<file path="config.mk">
export PLATFORM = sky130hd
export DESIGN_NAME = shift_normalizer
export DESIGN_NICKNAME = d
export VERILOG_FILES = /design/src/rtl/shift_normalizer_pkg.sv /design/src/rtl/shift_normalizer_norm_shift_step.sv /design/src/rtl/shift_normalizer.sv
export SDC_FILE = /design/constraint.sdc
export NUM_CORES = 1
export LEC_CHECK = 0
export BUFFER_PORTS_ARGS = -buffer_cell sky130_fd_sc_hd__buf_2
export CAP_MARGIN = 20
export CORE_MARGIN = 2
export CORE_UTILIZATION = 40
export DETAILED_ROUTE_END_ITERATION = 10
export SLEW_MARGIN = 0
export SYNTH_ARGS = -nofsm -noshare
export SYNTH_HDL_FRONTEND = slang
export SYNTH_HIERARCHICAL = 1
export SYNTH_SLANG_ARGS = --single-unit
</file>
<file path="constraint.sdc">
create_clock -name clk -period 3.68 [get_ports clk]
set_clock_uncertainty 0.05 [all_clocks]
set_input_delay 0.368 -clock clk [delete_from_list [all_inputs] [get_ports clk]]
set_output_delay 0.368 -clock clk [all_outputs]
set_load 0.01 [all_outputs]
</file>
<file path="src/rtl/shift_normalizer_pkg.sv">
// shift_normalizer_pkg: shared widths, limits and FSM states for the normalizer (package shift_pkg)
package shift_pkg;
  localparam int WIDTH = 32;
  localparam int COARSE = 4;
  localparam int COUNT_W = 6;
  localparam logic [COUNT_W-1:0] LIMIT_U = 6'd32;
  localparam logic [COUNT_W-1:0] LIMIT_S = 6'd31;
  typedef enum logic [1:0] {S_IDLE, S_COARSE, S_FINE, S_DONE} state_e;
endpackage

</file>
<file path="src/rtl/shift_normalizer_norm_shift_step.sv">
// norm_shift_step: one zero-fill left shift (COARSE or 1 bit) plus redundancy/normalized flags
// ports: val_i operand, signed_i mode, coarse_i step select, val_o shifted, redundant_o top nibble redundant, norm_o normalized
module norm_shift_step
  import shift_pkg::*;
(
  input  logic [WIDTH-1:0] val_i,
  input  logic             signed_i,
  input  logic             coarse_i,
  output logic [WIDTH-1:0] val_o,
  output logic             redundant_o,
  output logic             norm_o
);
  assign val_o = coarse_i ? val_i << COARSE : val_i << 1;
  // signed needs five equal top bits so the sign survives a 4-bit shift
  assign redundant_o = signed_i ? (&val_i[WIDTH-1:WIDTH-5] | ~|val_i[WIDTH-1:WIDTH-5])
                                : ~|val_i[WIDTH-1:WIDTH-4];
  assign norm_o = signed_i ? val_i[WIDTH-1] ^ val_i[WIDTH-2] : val_i[WIDTH-1];
endmodule

</file>
<file path="src/rtl/shift_normalizer.sv">
// shift_normalizer: multi-cycle normalizer returning normalized value and left-shift count
// ports: clk, rst_n (async low), in_valid_i/in_ready_o/signed_i/in_data_i accept side,
//        out_valid_o/out_ready_i/out_data_o/count_o result side
module shift_normalizer
  import shift_pkg::*;
(
  input  logic               clk,
  input  logic               rst_n,
  input  logic               in_valid_i,
  output logic               in_ready_o,
  input  logic               signed_i,
  input  logic [WIDTH-1:0]   in_data_i,
  output logic               out_valid_o,
  input  logic               out_ready_i,
  output logic [WIDTH-1:0]   out_data_o,
  output logic [COUNT_W-1:0] count_o
);
  state_e state_q, state_d;
  logic [WIDTH-1:0] val_q, val_d, step_val;
  logic [COUNT_W-1:0] cnt_q, cnt_d, limit;
  logic sgn_q, sgn_d, redundant, norm, coarse_ok;
  norm_shift_step u_step (
    .val_i      (val_q),
    .signed_i   (sgn_q),
    .coarse_i   (state_q == S_COARSE),
    .val_o      (step_val),
    .redundant_o(redundant),
    .norm_o     (norm)
  );
  assign limit = sgn_q ? LIMIT_S : LIMIT_U;
  assign coarse_ok = redundant && ({1'b0, cnt_q} + 7'(COARSE) <= {1'b0, limit});
  always_comb begin
    state_d = state_q;
    val_d = val_q;
    cnt_d = cnt_q;
    sgn_d = sgn_q;
    case (state_q)
      S_IDLE: if (in_valid_i) begin
        val_d = in_data_i;
        sgn_d = signed_i;
        cnt_d = '0;
        state_d = S_COARSE;
      end
      S_COARSE: if (coarse_ok) begin
        val_d = step_val;
        cnt_d = cnt_q + COUNT_W'(COARSE);
      end else state_d = S_FINE;
      S_FINE: if (!norm && cnt_q < limit) begin
        val_d = step_val;
        cnt_d = cnt_q + 1'b1;
      end else state_d = S_DONE;
      S_DONE: if (out_ready_i) state_d = S_IDLE;
      default: state_d = S_IDLE;
    endcase
  end
  always_ff @(posedge clk or negedge rst_n) begin
    if (!rst_n) begin
      state_q <= S_IDLE;
      val_q <= '0;
      cnt_q <= '0;
      sgn_q <= 1'b0;
    end else begin
      state_q <= state_d;
      val_q <= val_d;
      cnt_q <= cnt_d;
      sgn_q <= sgn_d;
    end
  end
  assign in_ready_o = state_q == S_IDLE;
  assign out_valid_o = state_q == S_DONE;
  assign out_data_o = val_q;
  assign count_o = cnt_q;
endmodule

</file>
Yosys cells after proc, flatten, opt, wreduce, memory -nomap -nowiden
Index checks and enable logic that the tools add are counted.
{"block": "totals", "regBits": 41, "latch_bits": 0, "mem_bits_rw": 0, "rom_bits": 0, "inputBits": 37, "out_inout_bits": 40, "n_memories": 0}
{"block": "classes", "addsub": 3, "mul": 0, "n_div": 0, "order_cmp": 2, "eq_ne": 9, "n_shift": 0, "n_mux": 17, "bitwise_logic": 2, "n_reduce_logical": 13}
{"cell": "$mux W32", "count": 4}
{"cell": "$pmux W32 S3", "count": 1}
{"cell": "$mux W6", "count": 4}
{"cell": "$pmux W6 S3", "count": 1}
{"cell": "$ne A2 B2 Y1 const B", "count": 5}
{"cell": "$mux W2", "count": 4}
{"cell": "$pmux W2 S4", "count": 1}
{"cell": "$reduce_and A4 Y1", "count": 2}
{"cell": "$add A6 B3 Y7 const B", "count": 1}
{"cell": "$le A7 B6 Y1", "count": 1}
{"cell": "$add A6 B1 Y6 const B", "count": 1}
{"cell": "$add A6 B3 Y6 const B", "count": 1}
{"cell": "$lt A6 B6 Y1", "count": 1}
{"cell": "$reduce_and A5 Y1", "count": 1}
{"cell": "$reduce_or A5 Y1", "count": 1}
{"cell": "$eq A2 B2 Y1 const B", "count": 2}
{"cell": "$reduce_or A4 Y1", "count": 1}
{"cell": "$logic_not A1 Y1", "count": 3}
{"cell": "$reduce_bool A3 Y1", "count": 1}
{"cell": "$eq A2 B1 Y1 const B", "count": 1}
{"cell": "$logic_and A1 B1 Y1", "count": 2}
{"cell": "$logic_not A2 Y1", "count": 1}
{"cell": "$mux W1", "count": 2}
{"cell": "$ne A2 B1 Y1 const B", "count": 1}
{"cell": "other kinds (3)", "count": 3}

Longest topological paths before layout
{"block": "depth", "ltp_word": 7, "mapped_depth": 11, "depth_no_buf": 10}

Hierarchy
Netlist, hierarchy kept.
{"mod": "shift_normalizer", "instances": 1, "cells_per_inst": 241, "area_per_inst_um2": 2329.7, "seq_area_each_um2": 1026.0}
{"mod": "norm_shift_step", "instances": 1, "cells_per_inst": 48, "area_per_inst_um2": 564.3, "seq_area_each_um2": 0.0}

Least setup slack after synthesis
Ideal clock, no wire load.
{"block": "synth_path", "kind": "reg2reg", "startpoint": "reg cnt_q[2] (netlist: count_o[2])", "endpoint": "reg state_q[1]", "setup_ps": 127, "arrival_ps": 2328, "slack_ps": 1175, "path_stages_with_launch": 10, "n_path_buf": 1, "synth_period_minus_slack_ps": 2505, "cell_sequence": "dfrtp_1 > clkbuf_1 > nand3_1 > xnor2_1 > ha_1 > nand3_1 > o2111a_1 > o21a_1 > a211o_1 > mux2_1"}
{"block": "synth_between", "elab_chain_cells": 5, "elab_cells_between_ends": 8}
{"item": "from (decl)", "line_no": "shift_normalizer.sv:20", "text": "logic [COUNT_W-1:0] cnt_q, cnt_d, limit;"}
{"item": "from (signal assigned)", "line_no": "shift_normalizer.sv:65", "text": "cnt_q <= cnt_d;"}
{"item": "$add A6 B3 Y7", "line_no": "shift_normalizer.sv:31", "text": "assign coarse_ok = redundant && ({1'b0, cnt_q} + 7'(COARSE) <= {1'b0, limit});"}
{"item": "$le A7 B6 Y1", "line_no": "shift_normalizer.sv:31"}
{"item": "$logic_and A1 B1 Y1", "line_no": "shift_normalizer.sv:31"}
{"item": "$ne A2 B2 Y1 (no source line)"}
{"item": "$reduce_and A4 Y1 (no source line) *"}
{"item": "to (signal assigned)", "line_no": "shift_normalizer.sv:63", "text": "state_q <= state_d;"}
{"item": "to (decl)", "line_no": "shift_normalizer.sv:18", "text": "state_e state_q, state_d;"}
Every way passes the cells marked *; elsewhere a longest branch is shown, timed or not.
A chain may end at the register's enable or synchronous reset.

Final worst setup path
{"block": "layout_path", "startpoint": "reg cnt_q[2] (netlist: count_o[2])", "endpoint": "reg val_q[30] (netlist: out_data_o[30])"}
{"block": "layout_between", "elab_chain_cells": 5, "elab_cells_between_ends": 8}
{"item": "$add A6 B3 Y7", "line_no": "shift_normalizer.sv:31"}
{"item": "$le A7 B6 Y1", "line_no": "shift_normalizer.sv:31"}
{"item": "$logic_and A1 B1 Y1", "line_no": "shift_normalizer.sv:31"}
{"item": "$ne A2 B2 Y1 (no source line)"}
{"item": "$reduce_and A4 Y1 (no source line) *"}
{"item": "to (signal assigned)", "line_no": "shift_normalizer.sv:64", "text": "val_q <= val_d;"}
{"item": "to (decl)", "line_no": "shift_normalizer.sv:19", "text": "logic [WIDTH-1:0] val_q, val_d, step_val;"}
Marked as above.

==> out/metrics.cfg <==
[setup_path]
cp-start-kind=register
critPathSlowestCell=o211ai_4
path_class=reg -> reg
path_cells=ha_1 -> xor2_1 -> ha_1 -> nand3_1 -> o2111a_1 -> o211ai_4 -> buf_12 -> o21ai_0
cp_max_fo=44
cp_data_required_time_ps=3790
path_common_cell=ha_1
endpoint_kind=register
max_stage_delay_ps=630
critPathArrivalTime_ps=3000

[drt]
drc_errors=0
initialDrtViolationCount=91
dr.pass1.iters=4
num_vias=2295
ant_nets=0
routedWlPerCell_um=14.70
vias_per_cell=5.033
drt-total-wl_mm=6.704

[run]
max_cap_violations=0

[global_routing]
grt_max_degree=45
grt_pass1_wl_mm=11.09
grt_overflow=0
antenna_found_initial=0
grt_pass1_vias=2277
grt_use_total_pct=17.99

[yosys]
synth_top_area_share_pct=35.45
synth.distinct_cells=40
yosys-top-cells-area=dfrtp_1 (35%), mux2_4 (13%), mux2i_1 (12%), ha_1 (7.3%), o21ai_0 (6.2%)
async_reset_ff_share_pct=100.0
synth_ff_type=dfrtp_1
yosys-top-cells-count=nand2_1 (46), dfrtp_1 (41), o21ai_0 (36)
synth_top_cell_by_area=dfrtp_1
syn_area_um2=2894
yosys_warnings=6
synth-seq-area-share_pct=35.45
syn_nets=343
synth.most_common_cell=nand2_1
ys_seq_elements=41
synthCells=289
synth-edff-count=0
syn_area_per_cell_um2=10.01

[timing]
slew_violations=0
tightestPinTransition_ps=942.4
maxClockFrequency_mhz=346.8
rsz0062_at_grt=no
hold_violations=0
max_slew_margin_pct=37.17
setup_slack_ps=796.3
min_period_ps=2884
fin_setup_tns_ps=0
setup_viol=0
min_period_over_period_pct=78.36

[floorplan]
rows=31
die-area_um2=7932
die_y_um=89.06
die_w_um=89.06
core_um2=7137
ioPinCount=77
initial_utilization_pct=40.55

[clock_network]
clkLatencyLatePin_ps=290
cts_tree=done
clk_pin_slew_ps=80
clkSinkCount=41
postCtsSetupRepairBufs=0
numCtsBuffers=5
h-tree-depth=2
cts_resized=0
cts-root-buf=clkbuf_8
hold_buffers=0
clockBufferDepth=2

[power_and_ir_drop]
peakVddDrop_mv=0.4283
p_leak_uw=0.001731
powerDensity_nw_per_um2=1022

[cells_and_area]
diodes=0
syn_to_final_growth_pct=17.60
instances_no_fill=456
layout.nets=410
drive_gt1_share_pct=33.05

[place]
place_congestion=0.8562
numPortBuffers=76
post-place-ws_ps=795.8
dpl.hpwl_mm=4.873
placed_cells=448

[status]
status=completed

[min_path]
hp-class=in -> async

[worst paths after layout]
check                                    start  slack, ps  cells after the start        endpoint
worst max-delay path                count_o[2]        800                      8  out_data_o[30]
max in group asynchronous                rst_n       2830                      1      state_q[0]
worst min-delay path                     rst_n        170                      1  out_data_o[31]
worst min register to register  out_data_o[26]        490                      2  out_data_o[26]
worst max register to register      count_o[2]        800                      8  out_data_o[30]
min in group clk                      signed_i        290                      2           sgn_q
[worst max-delay path, delay by kind of cell (launching register included)]
| family | cells | cell delay (ps) |
|---|---|---|
| AOI/OAI and AO/OA | 3 | 1050 |
| adders and majority gates | 2 | 620 |
| DFF | 1 | 500 |
| buffers and inverters | 1 | 280 |
| xor gates and xnor gates | 1 | 160 |
| and+or+nand+nor | 1 | 100 |
[metal layers]
metal | vias up | track usage [%] | routed length, um | part of all wire, %
li1 | 1154 | - | - | -
met1 | 1078 | 24.51 | 3168 | 47
met2 | 55 | 29.10 | 3147 | 47
met3 | 8 | 4.063 | 310 | 4.6
met4 | 0 | 4.613 | 77 | 1.1
met5 | - | 0 | 0 | 0
[logic make-up after synthesis]
logic type	share of synthesized area, %
adders and majority gates	7.350
AOI/OAI and AO/OA	12.37
xor gates and xnor gates	1.211
other	0.1296
buffers and inverters	6.053
muxes	26.29
and+or+nand+nor	11.16
DFF	35.45
[registers in the layout, indices dropped and copies added (netlist names)]
| signal | count |
|---|---|
| out_data_o | 32 |
| count_o | 6 |
| sgn_q | 1 |
| state_q | 2 |
[cell usage in the layout, fill, tap and decap left out, types with 2 or more instances in the layout]
cell | Yosys | routed
nor2_1 | 2 | 2
mux2_2 | 3 | 3
nor2b_1 | 5 | 5
nand4_1 | 3 | 3
nand2_1 | 46 | 46
buf_2 | 6 | 76
inv_1 | 12 | 12
a211o_1 | 2 | 2
xor2_1 | 2 | 2
o21ai_0 | 36 | 36
clkbuf_8 | 0 | 5
nand3_1 | 7 | 7
buf_4 | 1 | 2
ha_2 | 0 | 2
nor3_1 | 2 | 2
a21oi_1 | 4 | 4
mux2_4 | 25 | 25
ha_1 | 17 | 15
o31ai_1 | 4 | 4
mux2i_1 | 34 | 34
nand2b_1 | 3 | 3
o21a_1 | 2 | 2
clkinv_2 | 0 | 2
dfrtp_1 | 41 | 41
xnor2_1 | 2 | 2
o21ai_1 | 4 | 4
[layout make-up]
type / count / area, um^2
sequential: 41 / 1026
multi-input combinational: 217 / 1707
clock buffer: 5 / 68.82
tap: 99 / 123.9
clock inverter: 3 / 17.52
inverter: 12 / 45.04
fill: 719 / 3734
timing repair buffer: 79 / 415.4
[power by group]
part           switching, uW  internal [uW]
Combinational           1180           1090
Sequential               248            672
Clock                    157            131
Total                   1590           1890
[stage by stage]
step | utilization (%) | hold WS, ps | total power (uW) | cell area (um^2)
final | 47.69 | 171.3 | 3477 | 3403
after detailed placement | 46.48 | 472.8 | 3220 | 3317
after global placement | 46.48 | 470.6 | 3184 | 3317
after global routing | 47.69 | 232.8 | 3835 | 3403
after floorplan | - | 22.41 | 2660 | 2894
after CTS | 47.69 | 191.1 | 3529 | 3403
(Power assumes the default switching activity.)
